==> src/rtl/dense_layer_pkg.sv <==
// rtl/dense_layer_pkg.sv - shared types and constants for the dense-layer run controller
package dense_layer_pkg;

    typedef enum logic [1:0] {
        IDLE   = 2'd0,
        LAUNCH = 2'd1,
        RUN    = 2'd2,
        DONE   = 2'd3
    } run_state_e;

    localparam int TS_W_DEFAULT = 64;

    // Result reported to software when the watchdog aborts a run
    localparam logic [31:0] Y0_TIMEOUT = 32'h0;

endpackage

==> src/rtl/dense_layer_cycle_timer.sv <==
// rtl/dense_layer_cycle_timer.sv - free-running cycle counter, cleared only by the global reset
module dense_layer_cycle_timer #(
    parameter int TS_W = 64
) (
    input  logic            clk,
    input  logic            rst,
    output logic [TS_W-1:0] count
);

    always_ff @(posedge clk) begin
        if (rst) begin
            count <= '0;
        end else begin
            count <= count + TS_W'(1);
        end
    end

endmodule

==> src/rtl/dense_layer_run_ctrl.sv <==
// rtl/dense_layer_run_ctrl.sv - launches the dense-layer core, timestamps the run and guards it with a watchdog
module dense_layer_run_ctrl
    import dense_layer_pkg::*;
#(
    parameter int          TS_W           = TS_W_DEFAULT,
    parameter logic [31:0] TIMEOUT_CYCLES = 32'hFFFF_FFFF
) (
    input  logic            clk,
    input  logic            rst,
    input  logic            start,
    input  logic            debug_rst_local,
    output logic            core_start,
    output logic            core_rst,
    input  logic            core_done,
    input  logic [31:0]     core_y0,
    output logic [31:0]     output_y0,
    output logic [31:0]     debug_counter,
    output logic [TS_W-1:0] start_time,
    output logic [TS_W-1:0] end_time,
    output logic            all_done,
    output logic            timed_out
);

    logic [TS_W-1:0] cycle_cnt;
    run_state_e      state;
    logic            start_q;
    logic            start_rise;
    logic [32:0]     count_inc;
    logic [31:0]     count_sat;
    logic            wd_fire;

    dense_layer_cycle_timer #(
        .TS_W (TS_W)
    ) u_timer (
        .clk   (clk),
        .rst   (rst),
        .count (cycle_cnt)
    );

    assign start_rise = start & ~start_q;
    assign core_start = (state == LAUNCH);

    // The 33-bit sum doubles as the saturation detector and the watchdog compare
    assign count_inc = {1'b0, debug_counter} + 33'd1;
    assign count_sat = count_inc[32] ? debug_counter : count_inc[31:0];
    assign wd_fire   = (state == RUN) && !core_done && (TIMEOUT_CYCLES != 32'd0) &&
                       (count_inc == {1'b0, TIMEOUT_CYCLES});

    always_ff @(posedge clk) begin
        if (rst || debug_rst_local) begin
            state         <= IDLE;
            start_q       <= 1'b0;
            output_y0     <= '0;
            debug_counter <= '0;
            start_time    <= '0;
            end_time      <= '0;
            all_done      <= 1'b0;
            timed_out     <= 1'b0;
        end else begin
            start_q <= start;
            case (state)
                IDLE: begin
                    if (start_rise) begin
                        state <= LAUNCH;
                    end
                end
                LAUNCH: begin
                    start_time    <= cycle_cnt;
                    debug_counter <= '0;
                    state         <= RUN;
                end
                RUN: begin
                    debug_counter <= count_sat;
                    if (core_done) begin
                        end_time  <= cycle_cnt;
                        output_y0 <= core_y0;
                        all_done  <= 1'b1;
                        state     <= DONE;
                    end else if (wd_fire) begin
                        end_time  <= cycle_cnt;
                        output_y0 <= Y0_TIMEOUT;
                        timed_out <= 1'b1;
                        all_done  <= 1'b1;
                        state     <= DONE;
                    end
                end
                DONE: begin
                    // Results stay readable until software deliberately relaunches
                    if (start_rise) begin
                        all_done  <= 1'b0;
                        timed_out <= 1'b0;
                        state     <= LAUNCH;
                    end
                end
                default: begin
                    state <= IDLE;
                end
            endcase
        end
    end

    always_ff @(posedge clk) begin
        core_rst <= rst | debug_rst_local | wd_fire;
    end

endmodule

==> config.mk <==
export PLATFORM = sky130hd
export DESIGN_NAME = dense_layer_run_ctrl
export DESIGN_NICKNAME = d
export VERILOG_FILES = /design/src/rtl/dense_layer_pkg.sv /design/src/rtl/dense_layer_cycle_timer.sv /design/src/rtl/dense_layer_run_ctrl.sv
export SDC_FILE = /design/constraint.sdc
export NUM_CORES = 1
export LEC_CHECK = 0
export BUFFER_PORTS_ARGS = -buffer_cell sky130_fd_sc_hd__buf_4
export CORE_ASPECT_RATIO = 1.5
export CORE_MARGIN = 2
export CORE_UTILIZATION = 40
export DETAILED_ROUTE_END_ITERATION = 10
export PLACE_DENSITY = 0.72
export SLEW_MARGIN = 20
export SYNTH_ARGS = -nofsm -noshare
export SYNTH_HDL_FRONTEND = slang
export SYNTH_SLANG_ARGS = --single-unit
==> constraint.sdc <==
create_clock -name clk -period 3.65 [get_ports clk]
set_input_delay 0.9125 -clock clk [delete_from_list [all_inputs] [get_ports clk]]
set_output_delay 0.9125 -clock clk [all_outputs]
set_load 0.05 [all_outputs]
==> flow_metrics.env, run 1 <==
export IMPL_final_layout_size_suffix_gt1_share_pct=21.4
export IMPL_worstSetupEndpointType="register"
export IMPL_hold_buffers=0
export IMPL_cellPowerDensity_nw_per_um2=425
export IMPL_port_buffers=232
export IMPL_place_inst=1848
export IMPL_path_clk_slew_ns=0.06
export IMPL_syn_num_nets=1359
export IMPL_initialDrtViolationCount=488
export IMPL_cts_sinks=262
export IMPL_die_y_um=210
export IMPL_synth_ff_type="dfxtp_1"
export IMPL_min_period_ns=3.44
export IMPL_grt_usage_pct=20.4
export IMPL_hpwl_um=21700
export IMPL_fmax_ghz=0.291
export IMPL_first_pass_iters=5
export IMPL_finalCritPeriodShare_pct=94.2
export IMPL_vias=9978
export IMPL_start_util_pct=40.5
export IMPL_worst_pin_slew_ns=0.851
export IMPL_cts_buffers_inserted=27
export IMPL_place_area_um2=13500
export IMPL_grt_max_degree=85
export IMPL_final_cells=1898
export IMPL_synthToLayoutAreaGrowth_pct=27.8
export IMPL_ant_nets=0
export IMPL_syn_area_per_cell_um2=8.58
export IMPL_cts_tree="built"
export IMPL_synth_edff_count=0
export IMPL_die_w_um=141
export IMPL_start_kind="register"
export IMPL_leakage_nw=5.28
export IMPL_path_class="reg2reg"
export IMPL_worst_ep_required_time_ns=4.11
export IMPL_peakVddDrop_v=0.000334
export IMPL_finalMaxSlewViolations=0
export IMPL_io_pins=233
export IMPL_postCtsResizedCells=0
export IMPL_yosysSeqAreaShare_pct=46.5
export IMPL_rsz0062_at_grt="no"
export IMPL_diodes=0
export IMPL_ys_warn_count=0
export IMPL_globalplace_congestion=0.905
export IMPL_synth_area_leaders="dfxtp_1, mux2i_1, nand2_1"
export IMPL_routedWlPerCell_um=16.5
export IMPL_synthesis_area_um2=11300
export IMPL_cts_setup_buffers=0
export IMPL_grt_ovfl_total=0
export IMPL_root_buffer="clkbuf_16"
export IMPL_synth_area_leader_cell="dfxtp_1"
export IMPL_std_cell_rows=75
export IMPL_maxSlewHeadroom_pct=43.2
export IMPL_yosys_cell_types_count=63
export IMPL_cp_max_fo=38
export IMPL_async_flop_share_pct=0
export IMPL_hold_viol=0
export IMPL_holdWs_ns=0.449
export IMPL_grt_pass1_wl_um=49500
export IMPL_avgViaCountPerCell=5.26
export IMPL_cp_data_arrival_time_ns=3.90
export IMPL_clk_latency_ns=0.55
export IMPL_yosysTopAreaCellShare_pct=46.5
export IMPL_synth_seq_cells=262
export IMPL_fin_worst_skew_ns=0.0120
export IMPL_status="complete, no violations"
export IMPL_fin_area_um2=14400
export IMPL_holdCritPathClass="reg2reg"
export IMPL_coreArea_um2=27900
export IMPL_synth_cells=1315
export IMPL_htree_levels=1
export IMPL_cts_buffer_depth=3
export IMPL_die_area_um2=29600
export IMPL_setup_tns_final_ns=0
export IMPL_drc=0
export IMPL_setup_violations=0
export IMPL_first_global_vias=9516
export IMPL_drt_wl_total_um=31400
export IMPL_antenna_found_initial=0
export IMPL_cap_violations=0
export IMPL_fin_nets=1575
export IMPL_p_total_mw=6.14
[final cells by class]
type,count,area [um2]
timing repair buffer,272,2100
inverter,15,56.3
clock buffer,34,732
sequential,262,5250
fill,2641,13400
clock inverter,16,226
multi-input combinational,953,5630
tap,346,433
[cell usage in the layout, fill, tap and decap left out, types with 6 or more instances in the layout]
master / n
buf_4: 267
dfxtp_1: 262
nand2_1: 242
nor2_1: 158
mux2i_1: 130
o21ai_0: 62
a21oi_1: 58
nand3_1: 41
xor2_1: 36
clkbuf_16: 27
nand4_1: 24
or3_1: 22
xnor2_1: 22
nor3_1: 16
inv_1: 14
and4_1: 12
and3_1: 10
and2_1: 9
nor4_1: 8
nor2b_1: 8
nand4b_1: 7
nand2b_1: 6
a31oi_1: 6
ha_1: 6
[logic make-up (layout without fill, tap and decap cells)]
family	Yosys count	after routing	synth area share, %
AO/OA/AOI/OAI	170	170	8.89
XOR/XNOR	58	58	4.50
adder cells (fa/ha/maj)	8	8	0.865
buffers and inverters	100	337	3.88
flip-flops	262	262	46.5
multiplexers	130	130	11.5
AND/OR/NAND/NOR	587	587	23.8
[sequential cells by signal, summed over array words and instances, names as in the netlist]
| register | cells |
|---|---|
| start_q | 1 |
| state | 2 |
| all_done | 1 |
| u_timer.count | 64 |
| core_rst | 1 |
| start_time | 64 |
| output_y0 | 32 |
| end_time | 64 |
| debug_counter | 32 |
| timed_out | 1 |
[worst paths after layout]
check | from | endpoint | slack, ns | depth (start not counted)
min reg2reg | output_y0[30] | output_y0[30] | 0.45 | 2
max reg2reg | state[0] | end_time[22] | 0.21 | 11
min | output_y0[30] | output_y0[30] | 0.45 | 2
max | state[0] | end_time[22] | 0.21 | 11
[stage by stage]
stage / setup slack [ns] / utilization (%)
3_3_place_gp: 0.120 / 48.3
2_1_floorplan: 0.305 / -
4_1_cts: 0.249 / 51.8
5_1_grt: 0.0304 / 51.8
3_5_place_dp: 0.0306 / 48.3
6_report: 0.212 / 51.8
[worst max-delay path: stages, from the launching register on]
cell and delay (ns):
dfxtp_1 0.38, inv_1 0.09, ha_1 0.33, nand2b_1 0.17, nor3_1 0.29, o21ai_0 0.12, or4_1 0.43, a2111oi_2 0.35
nand4_1 0.31, a21oi_4 0.31, buf_12 0.29, mux2i_1 0.26
[report_power, final]
part	internal (mW)	leakage [nW]	switching, mW
sequential	2.87	2.11	0.0133
clock	1.78	0.459	1.18
combinational	0.105	2.71	0.185
total	4.76	5.28	1.38
[metal layers]
| layer | up-vias | wire, um | share of wire, % | global-route usage [%] |
|---|---|---|---|---|
| met4 | 0 | 1220 | 3.9 | 9.03 |
| met5 | - | 0 | 0 | 0 |
| met1 | 4706 | 12700 | 41 | 24.0 |
| met3 | 74 | 1880 | 6.0 | 3.95 |
| li1 | 4915 | - | - | - |
| met2 | 283 | 15500 | 50 | 35.9 |
[synthesized netlist by cell type, types with 3 or more instances]
cell and n:
dfxtp_1 262, nand2_1 242, nor2_1 159, mux2i_1 130
o21ai_0 62, a21oi_1 58, clkbuf_1 57, nand3_1 41
xor2_1 36, nand4_1 24, or3_1 22, xnor2_1 22
nor3_1 17, buf_2 14, inv_1 14, and4_1 12
and3_1 10, and2_1 9, nor2b_1 8, nor4_1 8
ha_1 7, nand4b_1 7, a31oi_1 6, buf_1 6
nand2b_1 6, a211o_1 5, nand3b_1 5, buf_4 4
buf_6 4, o2111ai_1 4, o21ai_1 4, o22ai_1 4
or2_2 4, or4_1 4, a211oi_1 3
No activity file was read; power rests on OpenSTA's default activity.
==> inputs of run 2 (changes only) <==
--- a/config.mk
+++ b/config.mk
@@ -5,8 +5,7 @@
 export SDC_FILE = /design/constraint.sdc
 export NUM_CORES = 1
 export LEC_CHECK = 0
-export BUFFER_PORTS_ARGS = -buffer_cell sky130_fd_sc_hd__buf_4
-export CORE_ASPECT_RATIO = 1.5
+export BUFFER_PORTS_ARGS = -buffer_cell sky130_fd_sc_hd__buf_2
 export CORE_MARGIN = 2
 export CORE_UTILIZATION = 40
 export DETAILED_ROUTE_END_ITERATION = 10
==> run 2 against run 1 <==
Sequential power about the same; first-iteration DRC count up 31%; final cell count up 1.5%; critical path depth up 1; power up 0.62%; critical path type unchanged; largest power group unchanged.
==> flow_metrics.env, run 2 (synthesized netlist as in run 1, its figures left out) <==
export IMPL_synthToLayoutAreaGrowth_pct=23.5
export IMPL_io_pins=233
export IMPL_grt_max_degree=99
export IMPL_path_common_cell="buf_12"
export IMPL_cts_buffers_inserted=29
export IMPL_start_util_pct=40.6
export IMPL_min_period_ns=3.39
export IMPL_finalCritPeriodShare_pct=93.0
export IMPL_grt_pass1_wl_um=47600
export IMPL_worst_ep_required_time_ns=4.11
export IMPL_grt_ovfl_total=0
export IMPL_cellPowerDensity_nw_per_um2=443
export IMPL_die_w_um=172
export IMPL_ant_nets=0
export IMPL_avgViaCountPerCell=5.17
export IMPL_holdCritPathClass="reg2reg"
export IMPL_cts_tree="built"
export IMPL_die_y_um=172
export IMPL_fin_nets=1573
export IMPL_start_kind="register"
export IMPL_maxSlewHeadroom_pct=38.7
export IMPL_grt_usage_pct=19.7
export IMPL_cp_max_fo=21
export IMPL_initialDrtViolationCount=637
export IMPL_holdWs_ns=0.453
export IMPL_path_clk_slew_ns=0.06
export IMPL_rsz0062_at_grt="no"
export IMPL_setup_violations=0
export IMPL_root_buffer="clkbuf_16"
export IMPL_finalMaxSlewViolations=0
export IMPL_hold_buffers=0
export IMPL_cp_data_arrival_time_ns=3.86
export IMPL_leakage_nw=5.29
export IMPL_fin_worst_skew_ns=0.0103
export IMPL_worst_path_max_delay_cell="or4_1"
export IMPL_cts_buffer_depth=3
export IMPL_antenna_found_initial=0
export IMPL_setup_tns_final_ns=0
export IMPL_layout_commonest_cell="dfxtp_1"
export IMPL_std_cell_rows=61
export IMPL_htree_levels=1
export IMPL_peakVddDrop_v=0.000359
export IMPL_drc=0
export IMPL_place_area_um2=12900
export IMPL_p_total_mw=6.17
export IMPL_cts_setup_buffers=0
export IMPL_globalplace_congestion=0.929
export IMPL_n_fill_cell=2658
export IMPL_port_buffers=232
export IMPL_routedWlPerCell_um=15.9
export IMPL_drt_wl_total_um=30600
export IMPL_status="complete, no violations"
export IMPL_final_layout_size_suffix_gt1_share_pct=21.4
export IMPL_die_area_um2=29600
export IMPL_clk_latency_ns=0.55
export IMPL_coreArea_um2=27800
export IMPL_vias=9969
export IMPL_cts_sinks=262
export IMPL_hpwl_um=21200
export IMPL_hold_viol=0
export IMPL_cap_violations=0
export IMPL_crit_chain="inv_1 > ha_1 > nand2b_1 > nor3_1 > o21ai_0 > or4_1 > a2111oi_2 > nand4_1 > a21oi_4 > buf_12 > buf_12 > mux2i_1"
export IMPL_final_core_util_pct=50.2
export IMPL_final_cell_mix="dfxtp_1, nand2_1, buf_2, nor2_1, mux2i_1"
export IMPL_top_regs="end_time: 64 flops, start_time: 64 flops, u_timer.count: 64 flops"
export IMPL_worst_pin_slew_ns=0.920
export IMPL_first_pass_iters=5
export IMPL_diodes=0
export IMPL_crit_path_max_incr_delay_ns=0.44
export IMPL_fmax_ghz=0.295
export IMPL_path_class="reg2reg"
export IMPL_fin_area_um2=13900
export IMPL_postCtsResizedCells=0
export IMPL_first_global_vias=9199
export IMPL_worstSetupEndpointType="register"
## run 2: changes by cell type in the layout (fill, tap and decap cells not counted), sizes merged
cell	delta
buf	-4
bufinv	-1
clkbuf	+5
clkinvlp	-3
## run 2: worst paths after layout
path                                    start            end  slack, ns  cells past startpoint
worst max-delay path                 state[0]   end_time[49]       0.26                     12
worst min-delay path            output_y0[26]  output_y0[26]       0.45                      2
worst max register to register       state[0]   end_time[49]       0.26                     12
worst min register to register  output_y0[26]  output_y0[26]       0.45                      2
## run 2: through the flow
step                      instances  worst slack [ns]
final                          1927             0.255
after global routing           1927            0.0108
after CTS                      1927             0.199
after detailed placement       1876           0.00425
after global placement         1876             0.121
after floorplan                1315             0.305
## run 2: report_power, final
group / internal, mW / switching (mW) / leakage [nW]
Clock: 1.84 / 1.17 / 0.489
Combinational: 0.0913 / 0.186 / 2.69
Sequential: 2.87 / 0.0148 / 2.11
Total: 4.80 / 1.37 / 5.29
## run 2: critical path: cells and delay by family (launching register included)
kind,cells,cell delay [ns]
flip-flops,1,0.37
adder cells (fa/ha/maj),1,0.33
AO/OA/AOI/OAI,3,0.72
multiplexers,1,0.26
AND/OR/NAND/NOR,4,1.14
buffers and inverters,3,0.45
## run 2: final cells by class
| type | instances | area (um2) | area share, % |
|---|---|---|---|
| Multi-Input combinational cell | 953 | 5640 | 40.5 |
| Clock buffer | 39 | 813 | 5.84 |
| Clock inverter | 12 | 178 | 1.27 |
| Tap cell | 378 | 473 | 3.39 |
| Timing Repair Buffer | 268 | 1530 | 11.0 |
| Inverter | 15 | 56.3 | 0.404 |
| Sequential cell | 262 | 5250 | 37.6 |
## run 2: layer usage
layer | vias up | GRT usage [%] | part of all wire, % | wire length, um
met1 | 4681 | 25.8 | 45 | 13600
li1 | 4924 | - | - | -
met3 | 41 | 4.90 | 8.0 | 2430
met4 | 0 | 4.60 | 1.8 | 540
met5 | - | 0 | 0 | 0
met2 | 323 | 32.6 | 46 | 14000
==> inputs of run 3 (changes only) <==
--- a/config.mk
+++ b/config.mk
@@ -8,8 +8,10 @@
 export BUFFER_PORTS_ARGS = -buffer_cell sky130_fd_sc_hd__buf_2
 export CORE_MARGIN = 2
 export CORE_UTILIZATION = 40
+export CTS_CLUSTER_SIZE = 14
 export DETAILED_ROUTE_END_ITERATION = 10
-export PLACE_DENSITY = 0.72
+export PLACE_DENSITY = 0.75
+export REMOVE_ABC_BUFFERS = 1
 export SLEW_MARGIN = 20
 export SYNTH_ARGS = -nofsm -noshare
 export SYNTH_HDL_FRONTEND = slang
==> constraint.sdc (replaced) <==
create_clock -name clk -period 3 [get_ports clk]
set_input_delay 0.75 -clock clk [delete_from_list [all_inputs] [get_ports clk]]
set_output_delay 0.75 -clock clk [all_outputs]
set_load 0.05 [all_outputs]
==> run 3 against run 2 <==
Worst setup slack lost 0.22 ns; sequential power grew 21%; sequential cell count is the same; critical path type unchanged; critical endpoint is now end_time[60]; largest power group is now registers.
==> flow_metrics.env, run 3 (synthesized netlist as in run 1, its figures left out) <==
export IMPL_status="complete, no violations"
export IMPL_finalMaxSlewViolations=0
export IMPL_root_buffer="clkbuf_16"
export IMPL_holdCritPathClass="in2reg"
export IMPL_cts_buffers_inserted=27
export IMPL_p_int_mw=5.55
export IMPL_min_period_ns=2.97
export IMPL_min_from="core_y0[19]"
export IMPL_final_layout_size_suffix_gt1_share_pct=26.6
export IMPL_whs_endpoint="output_y0[19]"
export IMPL_cp_max_fo=14
export IMPL_grt_max_degree=117
export IMPL_fin_nets=1645
export IMPL_first_global_vias=9533
export IMPL_final_cells=1999
export IMPL_ant_nets=0
export IMPL_worst_path_max_delay_cell="or4_1"
export IMPL_r2r_slack_ns=0.03
export IMPL_switching_share_pct=23.4
export IMPL_layout_commonest_cell="dfxtp_1"
export IMPL_globalplace_congestion=0.903
export IMPL_top_regs="end_time: 64 flops, start_time: 64 flops, u_timer.count: 64 flops"
export IMPL_drc=0
export IMPL_peakVddDrop_v=0.000402
export IMPL_path_clk_slew_ns=0.06
export IMPL_die_area_um2=29600
export IMPL_seq_power_share_pct=48.3
export IMPL_post_place_ws_ns=-0.319
export IMPL_path_common_cell="nand4_1"
export IMPL_finalCritPeriodShare_pct=98.9
export IMPL_setup_tns_final_ns=0
export IMPL_register_area_um2=5250
export IMPL_fin_worst_skew_ns=0.00927
export IMPL_drt_wl_total_um=33100
export IMPL_grt_usage_pct=20.6
export IMPL_cts_tree="built"
export IMPL_die_y_um=172
export IMPL_grt_use_met1_pct=26.7
export IMPL_fin_ws_ns=0.0317
export IMPL_crit_path_max_incr_delay_ns=0.55
export IMPL_grt_pass1_wl_um=49500
export IMPL_std_cell_rows=61
export IMPL_rr_startpoint="debug_counter[10]"
export IMPL_n_fill_cell=2607
export IMPL_port_buffers=232
export IMPL_antenna_found_initial=1
export IMPL_avgViaCountPerCell=5.19
export IMPL_use_met2_pct=34.8
export IMPL_hold_buffers=0
export IMPL_gr_usage_met3_pct=4.49
export IMPL_path_buf_inv=2
export IMPL_setup_violations=0
export IMPL_clk_latency_ns=0.55
export IMPL_hpwl_um=22100
export IMPL_start_util_pct=40.6
export IMPL_vias=10400
export IMPL_final_cell_mix="dfxtp_1, nand2_1, buf_2, nor2_1, mux2i_1"
export IMPL_leakage_nw=5.69
export IMPL_cts_sinks=262
export IMPL_die_w_um=172
export IMPL_worst_pin_slew_ns=0.718
export IMPL_htree_levels=1
export IMPL_synthToLayoutAreaGrowth_pct=29.8
export IMPL_combinationalPowerShare_pct=5.1
export IMPL_hold_viol=0
export IMPL_fmax_ghz=0.337
export IMPL_routedWlPerCell_um=16.6
export IMPL_r2r_cells=10
export IMPL_p_switching_mw=1.70
export IMPL_cellPowerDensity_nw_per_um2=495
export IMPL_worst_ep_required_time_ns=3.48
export IMPL_busiest_layer="met2"
export IMPL_worstSetupEndpointType="register"
export IMPL_p_total_mw=7.25
export IMPL_multi_input_area_um2=5760
export IMPL_maxSlewHeadroom_pct=52.1
export IMPL_coreArea_um2=27800
export IMPL_initialDrtViolationCount=659
export IMPL_start_kind="register"
export IMPL_crit_chain="nand4_1 > or2_4 > or4_1 > o32ai_1 > nand2b_1 > nand4_1 > a21oi_4 > buf_12 > clkbuf_16 > mux2i_1"
export IMPL_io_pins=233
export IMPL_cp_data_arrival_time_ns=3.45
export IMPL_place_inst=1933
export IMPL_crit_family="simple AND/OR/NAND/NOR gates"
export IMPL_hold_depth=3
export IMPL_r2r_end="end_time[60]"
export IMPL_clockPowerShare_pct=46.5
export IMPL_cts_buffer_depth=3
export IMPL_first_pass_iters=5
export IMPL_cap_violations=0
export IMPL_rsz0062_at_grt="yes"
export IMPL_grt_ovfl_total=0
export IMPL_path_class="reg2reg"
==> run 3: how the worst max path moves through the flow <==
| stage | from | endpoint | slack (ns) | cells past startpoint |
|---|---|---|---|---|
| finish | debug_counter[10] | end_time[60] | 0.03 | 10 |
| global route | debug_counter[0] | end_time[36] | -0.1 | 13 |
| CTS | debug_counter[0] | end_time[29] | -0.13 | 12 |
| detailed placement | core_done | end_time[62] | -0.32 | 10 |
| global placement | core_done | end_time[40] | -0.21 | 10 |
| floorplan | rst | state[1] | -3.20 | 4 |
==> run 3: area by class of cell <==
| class | count | area share, % |
|---|---|---|
| timing repair buffer | 342 | 15.2 |
| clock buffer | 33 | 5.04 |
| antenna | 1 | 0.0171 |
| multi-input combinational | 953 | 39.3 |
| tap | 378 | 3.23 |
| clock inverter | 15 | 1.03 |
| inverter | 15 | 0.384 |
| sequential | 262 | 35.9 |
==> run 3: layer usage <==
| metal | vias up | wire [um] |
|---|---|---|
| met4 | 0 | 758 |
| li1 | 5077 | - |
| met5 | - | 0 |
| met3 | 49 | 2450 |
| met2 | 351 | 15500 |
| met1 | 4901 | 14400 |
==> run 3: tightest hold or removal path, delay by kind of cell <==
family | cells | cell delay (ns)
buffers and inverters | 1 | 0.07
AO/OA/AOI/OAI | 1 | 0.05
AND/OR/NAND/NOR | 1 | 0.04
==> run 3: power by group through the flow <==
stage	sequential [mW]	combinational [mW]	clock, mW
5_1_grt	3.50	0.397	3.59
2_1_floorplan	3.61	0.188	0
4_1_cts	3.50	0.354	3.45
6_report	3.50	0.372	3.37
3_5_place_dp	3.58	0.348	0
3_3_place_gp	3.58	0.342	0
==> run 3: through the flow <==
stage	cell area (um2)	hold slack [ns]	utilization [%]
global route	14700	0.383	52.7
CTS	14300	0.367	51.4
floorplan	10900	0.452	-
global placement	13300	0.432	47.9
detailed placement	13300	0.442	47.9
finish	14700	0.397	52.7
==> run 3: timing repair <==
action | 4_1_cts | 5_1_grt
setup buffers | 2 | 5
endpoints found under the setup margin | 100 | 104
pin swaps | 2 | 15
cloned | 1 | 9
gates resized for setup | 7 | 64
